## src/rtl/fib_bcd_conv_if.sv

```systemverilog
// Handshake bundle between the Fibonacci engine, the BCD converter and the
// display/report stage.
//   vld_in/rdy_in/bin_in         : binary value from the engine
//   vld_out/rdy_out/bcd_out/ndig_out : packed BCD result to the display stage
// slave  : the converter side
// master : the side that feeds values in and takes results out
interface fib_bcd_conv_if #(
  parameter int unsigned N_BIN = 32,
  parameter int unsigned N_DIG = 10
);
  localparam int unsigned BCD_W  = 4 * N_DIG;
  localparam int unsigned NDIG_W = $clog2(N_DIG + 1);

  logic              vld_in;
  logic              rdy_in;
  logic [N_BIN-1:0]  bin_in;
  logic              vld_out;
  logic              rdy_out;
  logic [BCD_W-1:0]  bcd_out;
  logic [NDIG_W-1:0] ndig_out;

  modport slave (
    input  vld_in, bin_in, rdy_out,
    output rdy_in, vld_out, bcd_out, ndig_out
  );

  modport master (
    output vld_in, bin_in, rdy_out,
    input  rdy_in, vld_out, bcd_out, ndig_out
  );
endinterface

```

## src/rtl/fib_bcd_conv.sv

```systemverilog
// Binary-to-packed-BCD converter using iterative double-dabble, one input
// bit per clock. Accepts one value at a time and holds the result until the
// downstream stage takes it.
//   clk   : clock, rising edge
//   rst_n : asynchronous active-low reset
//   bus   : fib_bcd_conv_if.slave (vld_in/rdy_in/bin_in in,
//           vld_out/rdy_out/bcd_out/ndig_out out)
module fib_bcd_conv #(
  parameter int unsigned N_BIN = 32,
  parameter int unsigned N_DIG = 10
) (
  input  logic            clk,
  input  logic            rst_n,
  fib_bcd_conv_if.slave   bus
);

  localparam int unsigned BCD_W  = 4 * N_DIG;
  localparam int unsigned NDIG_W = $clog2(N_DIG + 1);
  localparam int unsigned CNT_W  = $clog2(N_BIN + 1);

  // True when N_DIG decimal digits can hold every N_BIN-bit value,
  // i.e. 10^N_DIG >= 2^N_BIN (the two are never equal for N_BIN > 0).
  function automatic bit digits_ok(input int unsigned nb, input int unsigned nd);
    logic [255:0] p;
    p = 256'd1;
    for (int i = 0; i < 76; i++) begin
      if (i < int'(nd)) p = p * 256'd10;
    end
    return (p >= (256'd1 << nb));
  endfunction

  if (!digits_ok(N_BIN, N_DIG)) begin : g_bad_digits
    $error("fib_bcd_conv: N_DIG too small for N_BIN");
  end

  typedef enum logic [1:0] {
    IDLE  = 2'd0,
    SHIFT = 2'd1,
    DONE  = 2'd2
  } state_t;

  state_t            r_state;
  logic [N_BIN-1:0]  r_bin;
  logic [BCD_W-1:0]  r_acc;
  logic [CNT_W-1:0]  r_cnt;
  logic              r_rdy_in;
  logic              r_vld_out;
  logic [BCD_W-1:0]  r_bcd;
  logic [NDIG_W-1:0] r_ndig;

  logic [BCD_W-1:0]  w_adj;
  logic [BCD_W-1:0]  w_acc_nxt;
  logic [NDIG_W-1:0] w_ndig;
  logic              w_last;

  // Add-3 correction on every digit that would overflow past 9 when doubled.
  always_comb begin
    w_adj = r_acc;
    for (int d = 0; d < int'(N_DIG); d++) begin
      if (r_acc[4*d +: 4] >= 4'd5) begin
        w_adj[4*d +: 4] = r_acc[4*d +: 4] + 4'd3;
      end
    end
  end

  // Shift corrected accumulator left, pulling in the next binary MSB;
  // the accumulator's top bit is always zero after a full conversion.
  assign w_acc_nxt = BCD_W'({w_adj, r_bin[N_BIN-1]});

  // Significant-digit count of the accumulator about to be delivered;
  // ascending scan so the highest nonzero digit wins, zero reports 1.
  always_comb begin
    w_ndig = NDIG_W'(1);
    for (int d = 0; d < int'(N_DIG); d++) begin
      if (w_acc_nxt[4*d +: 4] != 4'd0) begin
        w_ndig = NDIG_W'(d + 1);
      end
    end
  end

  assign w_last = (r_cnt == CNT_W'(N_BIN - 1));

  // Control FSM and datapath registers.
  always_ff @(posedge clk or negedge rst_n) begin
    if (!rst_n) begin
      r_state   <= IDLE;
      r_bin     <= '0;
      r_acc     <= '0;
      r_cnt     <= '0;
      r_rdy_in  <= 1'b0;
      r_vld_out <= 1'b0;
      r_bcd     <= '0;
      r_ndig    <= '0;
    end else begin
      case (r_state)
        IDLE: begin
          r_rdy_in <= 1'b1;
          // rdy_in is registered, so accept only once it is visibly high.
          if (r_rdy_in && bus.vld_in) begin
            r_bin    <= bus.bin_in;
            r_acc    <= '0;
            r_cnt    <= '0;
            r_bcd    <= '0;
            r_rdy_in <= 1'b0;
            r_state  <= SHIFT;
          end
        end
        SHIFT: begin
          r_acc <= w_acc_nxt;
          r_bin <= r_bin << 1;
          r_cnt <= r_cnt + CNT_W'(1);
          if (w_last) begin
            r_bcd     <= w_acc_nxt;
            r_ndig    <= w_ndig;
            r_vld_out <= 1'b1;
            r_state   <= DONE;
          end
        end
        DONE: begin
          if (bus.rdy_out) begin
            r_vld_out <= 1'b0;
            r_rdy_in  <= 1'b1;
            r_state   <= IDLE;
          end
        end
        default: begin
          r_state <= IDLE;
        end
      endcase
    end
  end

  assign bus.rdy_in   = r_rdy_in;
  assign bus.vld_out  = r_vld_out;
  assign bus.bcd_out  = r_bcd;
  assign bus.ndig_out = r_ndig;

endmodule

```

## src/flat_wrapper.sv

```systemverilog
// flat-port wrapper written by rule: the top's interface ports become plain ports
module fib_bcd_conv_flat 
#(
  parameter int unsigned N_BIN = 32,
  parameter int unsigned N_DIG = 10
)
  (clk, rst_n, bus_vld_in, bus_bin_in, bus_rdy_out, bus_rdy_in, bus_vld_out, bus_bcd_out, bus_ndig_out);
  fib_bcd_conv_if #(.N_BIN(N_BIN), .N_DIG(N_DIG)) bus_i ();
  input  logic clk;
  input  logic rst_n;
  input wire logic [$bits(bus_i.vld_in)-1:0] bus_vld_in;
  input wire logic [$bits(bus_i.bin_in)-1:0] bus_bin_in;
  input wire logic [$bits(bus_i.rdy_out)-1:0] bus_rdy_out;
  output wire logic [$bits(bus_i.rdy_in)-1:0] bus_rdy_in;
  output wire logic [$bits(bus_i.vld_out)-1:0] bus_vld_out;
  output wire logic [$bits(bus_i.bcd_out)-1:0] bus_bcd_out;
  output wire logic [$bits(bus_i.ndig_out)-1:0] bus_ndig_out;
  assign bus_i.vld_in = bus_vld_in;
  assign bus_i.bin_in = bus_bin_in;
  assign bus_i.rdy_out = bus_rdy_out;
  assign bus_rdy_in = bus_i.rdy_in;
  assign bus_vld_out = bus_i.vld_out;
  assign bus_bcd_out = bus_i.bcd_out;
  assign bus_ndig_out = bus_i.ndig_out;
  fib_bcd_conv #(.N_BIN(N_BIN), .N_DIG(N_DIG)) u_core (.clk(clk), .rst_n(rst_n), .bus(bus_i));
endmodule
```

## config.mk

```make
export PLATFORM = sky130hd
export DESIGN_NAME = fib_bcd_conv_flat
export DESIGN_NICKNAME = d
export VERILOG_FILES = /design/src/rtl/fib_bcd_conv_if.sv /design/src/rtl/fib_bcd_conv.sv /design/src/flat_wrapper.sv
export SDC_FILE = /design/constraint.sdc
export NUM_CORES = 1
export LEC_CHECK = 0
export BUFFER_PORTS_ARGS = -buffer_cell sky130_fd_sc_hd__buf_2
export CAP_MARGIN = 0
export CORE_MARGIN = 2
export CORE_UTILIZATION = 45
export CTS_BUF_LIST = sky130_fd_sc_hd__clkbuf_4 sky130_fd_sc_hd__clkbuf_8
export DETAILED_ROUTE_END_ITERATION = 7
export SLEW_MARGIN = 20
export SYNTH_ARGS = -nofsm -noshare
export SYNTH_HDL_FRONTEND = slang
export SYNTH_SLANG_ARGS = --single-unit
```

## constraint.sdc

```tcl
create_clock -name clk -period 2.75 [get_ports clk]
set_input_delay 0.1375 -clock clk [delete_from_list [all_inputs] [get_ports clk]]
set_output_delay 0.1375 -clock clk [all_outputs]
set_load 0.03 [all_outputs]
```

## Word level (Yosys, flattened, before mapping)

Index checks and enable logic that the tools add are counted.

- Add/sub/neg operators: 11
- Multipliers: 0
- Divide/modulo/power cells: 0
- Order comparisons: 10
- Eq/ne operators: 6
- Shifts and indexed selects: 0
- Multiplexer cells: 37
- Bitwise gates (word level): 0
- Reduce and logical (&&, ||, !) cells: 20

Operators by type and width:

| operator | number |
|---|---|
| 40-bit one-hot mux with 2 select lines | 2 |
| 40-bit two-way mux | 2 |
| 32-bit one-hot mux with 2 select lines | 1 |
| 4-bit two-way mux | 12 |
| 4-bit by 3-bit greater-or-equal comparator with 1-bit output (second input constant) | 10 |
| 4-bit by 2-bit adder with 4-bit output (second input constant) | 9 |
| 4-bit nonzero test | 9 |
| 32-bit two-way mux | 1 |
| 3-bit two-way mux | 5 |
| 6-bit one-hot mux with 2 select lines | 1 |
| 2-bit two-way mux | 5 |
| 3-bit AND reduction | 3 |
| 6-bit by 1-bit adder with 6-bit output (second input constant) | 1 |
| 6-bit by 5-bit == test with 1-bit output (second input constant) | 1 |
| 6-bit two-way mux | 1 |
| 2-bit one-hot mux with 3 select lines | 1 |
| 2-bit AND reduction | 3 |
| 2-bit nonzero test | 3 |
| 1-bit two-way mux | 4 |
| 2-bit by 1-bit != test with 1-bit output (second input constant) | 2 |
| 1-bit one-hot mux with 2 select lines | 2 |
| 3-bit by 2-bit adder with 3-bit output (second input constant) | 1 |
| 2-bit by 1-bit == test with 1-bit output (second input constant) | 1 |
| 2-bit == test (second input constant) | 1 |
| 3 further kinds | 3 |

- Bits in registers: 126
- Latch bits: 0
- Bits in writable memories: 0
- Memory bits (read-only): 0
- Input port bits: 36
- Output and inout port bits: 46
- Word-level logic and storage cells: 92
- Memories: 0

## Depth between registers and ports, before layout

- Word-level depth: 12
- Mapped depth: 9
- Depth with buffers taken out: 8

## Worst setup path before layout

No wires, ideal clock.

- Kind: register -> register
- Start: register u_core.r_acc[8]
- End: register u_core.r_ndig[1], in the netlist u_core.bus.ndig_out[1]
- Library setup time: 0.134 ns
- Arrival time: 2.183 ns
- Required time: 2.616 ns
- Setup slack: 0.432 ns
- Stages on the path, launching flop included: 8
- Path buffers: 0
- Clock period less this slack: 2.318 ns
- Cells stage by stage: dfrtp_1 ha_1 nand2b_1 a21oi_1 mux2i_1 or4bb_1 a2111oi_2 a211oi_1

- Longest elaborated chain between the ends: 11
- Elaborated cells between the ends (all ways): 13
- Classes of those cells: add/sub: 1; order compare: 1; mux: 9; reduce/logical: 2

Ends and longest elaborated chain:

| element | RTL line | RTL |
|---|---|---|
| start: declaration | fib_bcd_conv.sv:44 | `logic [BCD_W-1:0] r_acc;` |
| start signal: assignment | fib_bcd_conv.sv:109 | `r_acc <= w_acc_nxt;` |
| 4-bit by 2-bit adder with 4-bit output / 4-bit by 3-bit greater-or-equal comparator with 1-bit output (equally long branches) | fib_bcd_conv.sv:61, fib_bcd_conv.sv:60 |  |
| 4-bit two-way mux (*) | fib_bcd_conv.sv:60 | `if (r_acc[4*d +: 4] >= 4'd5) begin` |
| 4-bit nonzero test | fib_bcd_conv.sv:75 | `if (w_acc_nxt[4*d +: 4] != 4'd0) begin` |
| 2-bit two-way mux | fib_bcd_conv.sv:75 |  |
| 3-bit two-way mux (*) (4 in series) | fib_bcd_conv.sv:75 |  |
| 4-bit two-way mux (*) (3 in series) | fib_bcd_conv.sv:75 |  |
| end signal: assignment | fib_bcd_conv.sv:114 | `r_ndig <= w_ndig;` |
| end: declaration | fib_bcd_conv.sv:49 | `logic [NDIG_W-1:0] r_ndig;` |

Every way passes the cells marked *; elsewhere a longest branch is shown, timed or not.
A chain may end at the register's enable or synchronous reset.

## Worst setup path in the final report

Same ends and word-level chain as after synthesis.

==> out/results.ini <==
[global_route]
antenna_found_initial=0
track_usage=0.205
grt_pass1_wl_um=23700
grt_max_degree=75
grt_pass1_vias=4879
overflow=0

[placed_design]
dp_hpwl_um=9600
gp_congestion=0.854
place_area_um2=6840
port-buffer-count=81

[cells_and_area]
fin_util=0.560
finalNetCount=826
drive_above_1_share=0.184
mostFrequentLayoutCell=dfrtp_1
postLayoutCellArea_um2=7680
antenna_cells=0
area_delta_synth_final_pct=23.1
layout_common_cells=dfrtp_1, nand2_1, buf_2

[power]
power_frac_seq=0.332
p_sw_frac=0.430
p_leak_nw=3.73
combPwrFrac=0.472
p_clk_frac=0.196
p_sw_mw=4.37
p_per_area_nw_per_um2=1320
peakVddDrop_mv=0.552
p_int_mw=5.79

[sta]
final.setup.tns_ns=0
finalHoldViolations=0
slew_viol_final=0
min_period_ns=2.44
rsz0062_at_grt=false
finalCritPeriodShare=0.888
timing.fmax_mhz=409
setup_violations=0
fin_skew_ns=0.0169
relSlewSlack=0.457
worst_pin_slew_ns=0.815

[route]
wirelength_um=14500
initialDrtViolationCount=286
drtAntennaViolNets=0
drc=0
via_count=5153
viasPerCell=5.36
wire_per_inst_um=15.1
dr.pass1.iters=5

[cts]
cts_buffer_depth=2
cts.sinks=126
tritoncts=yes
cts_root_buf=clkbuf_8
ctsHtreeMaxLevel=4
cts-resized-gates=0
post-cts-setup-buffer-count=0
path_clk_slew_ns=0.08
cts_hold_buf=34
clk-insertion-delay-late_ns=0.46
cts_buffers=17

[die]
num_io_pins=82
die_x_um=122
die_area_um2=14800
start_util=0.455
core_um2=13700
die_h_um=122
rows=43

[yosys]
avgSynthCellArea_um2=9.42
syn-cell-area_um2=6240
seq_area_frac_synth=0.505
synth-edff-count=0
async_reset_ff_frac=1.00
syn_nets=719
syn_inst=662
ys_types=53
synth-seq-cells=126
synthFlopType=dfrtp_1
yosys_warnings=0

[status]
outcome=complete, no violations

[worst_setup_path]
worst_ep_arrival_time_ns=2.76
critPathLaunchType=flip-flop
crit_type=reg2reg
critical_path_required_ns=3.07
crit_fanout=5
crit_path_end_kind=flip-flop

[run]
drv_cap=0

[hold_path]
hp-class=in2reg

per-stage QoR:
stage	setup WS (ns)	std cells	hold slack, ns	total power, mW
CTS	0.314	962	0.0144	10.2
detailed placement	0.342	896	0.178	8.16
global route	0.0598	962	0.0333	11.0
finish	0.307	962	0.0534	10.2
global placement	0.432	896	0.180	7.94
floorplan	0.432	662	-0.158	6.85
registers in the layout, indices dropped and copies added, names as in the netlist:
name                 cells
u_core.bus.bcd_out      40
u_core.r_state           2
u_core.bus.rdy_in        1
u_core.r_bin            32
u_core.bus.ndig_out      4
u_core.bus.vld_out       1
u_core.r_cnt             6
u_core.r_acc            40
metal layers:
layer	vias up	routed length (µm)	track usage
li1	2521	-	-
met1	2523	6780	0.270
met2	101	7020	0.322
met3	8	593	0.0538
met4	0	121	0.0841
met5	-	0	0
final cells by class:
| type | instances | area, µm² |
|---|---|---|
| tap | 180 | 225 |
| timing repair buffer | 126 | 856 |
| fill | 1224 | 6040 |
| sequential | 126 | 3150 |
| inverter | 24 | 90.1 |
| multi-input combinational | 474 | 2860 |
| clock buffer | 19 | 262 |
| clock inverter | 13 | 234 |
power by group through the flow:
stage                     clock [mW]  sequential, mW  combinational (mW)
after global placement             0            3.34                4.61
after CTS                       2.05            3.36                4.83
final                           2.00            3.37                4.79
after floorplan                    0            3.78                3.07
after detailed placement           0            3.39                4.77
after global routing            2.13            3.47                5.38
worst paths after layout:
check / startpoint / endpoint / slack [ns] / depth (start not counted)
max reg2reg: u_core.r_acc[8] / u_core.bus.ndig_out[1] / 0.31 / 8
min: bus_vld_in / u_core.r_bin[0] / 0.05 / 3
min reg2reg: u_core.bus.bcd_out[1] / u_core.bus.bcd_out[1] / 0.48 / 2
max: u_core.r_acc[8] / u_core.bus.ndig_out[1] / 0.31 / 8
min in group asynchronous: rst_n / u_core.bus.bcd_out[34] / 0.23 / 2
max in group asynchronous: rst_n / u_core.bus.bcd_out[9] / 1.77 / 3
Yosys cell counts (2+ instances only):
cell type,count,area share
inv_1,24,0.014
nor3b_1,17,0.020
nor2_1,58,0.035
o31ai_1,18,0.022
o21ai_1,4,0.0032
o22a_1,2,0.0028
o22ai_1,10,0.010
nor2b_1,2,0.0020
a31oi_1,31,0.031
nand3_1,7,0.0056
nand2_1,123,0.074
buf_1,8,0.0048
or3b_2,2,0.0028
nand3b_1,5,0.0060
mux2i_1,6,0.0096
mux2_1,11,0.020
ha_1,21,0.042
buf_2,2,0.0016
nor3_1,2,0.0016
dfrtp_1,126,0.51
a21oi_1,37,0.030
clkbuf_1,27,0.016
a32o_1,3,0.0048
nand2b_1,12,0.012
a211oi_1,4,0.0048
a22o_1,2,0.0028
mux2_2,6,0.011
o21ai_0,37,0.030
and2_1,4,0.0040
xnor2_1,10,0.014
or2_2,2,0.0020
a21o_1,18,0.022
worst max-delay path, stage by stage (launching register included):
cell       delay (ns)
dfrtp_1          0.43
inv_1            0.13
ha_1             0.19
nand2b_1         0.08
a21oi_1          0.22
mux2i_1          0.25
or4bb_1          0.54
a2111oi_2        0.39
a211oi_1         0.08
cells by family after synthesis:
family	count (synthesis)	synth area share
AO/OA/AOI/OAI	177	0.179
XOR/XNOR	11	0.0154
adder cells (fa/ha/maj)	21	0.0421
buffers and inverters	62	0.0389
flip-flops	126	0.505
multiplexers	23	0.0403
AND/OR/NAND/NOR	242	0.179
No activity file was read; power rests on OpenSTA's default activity.
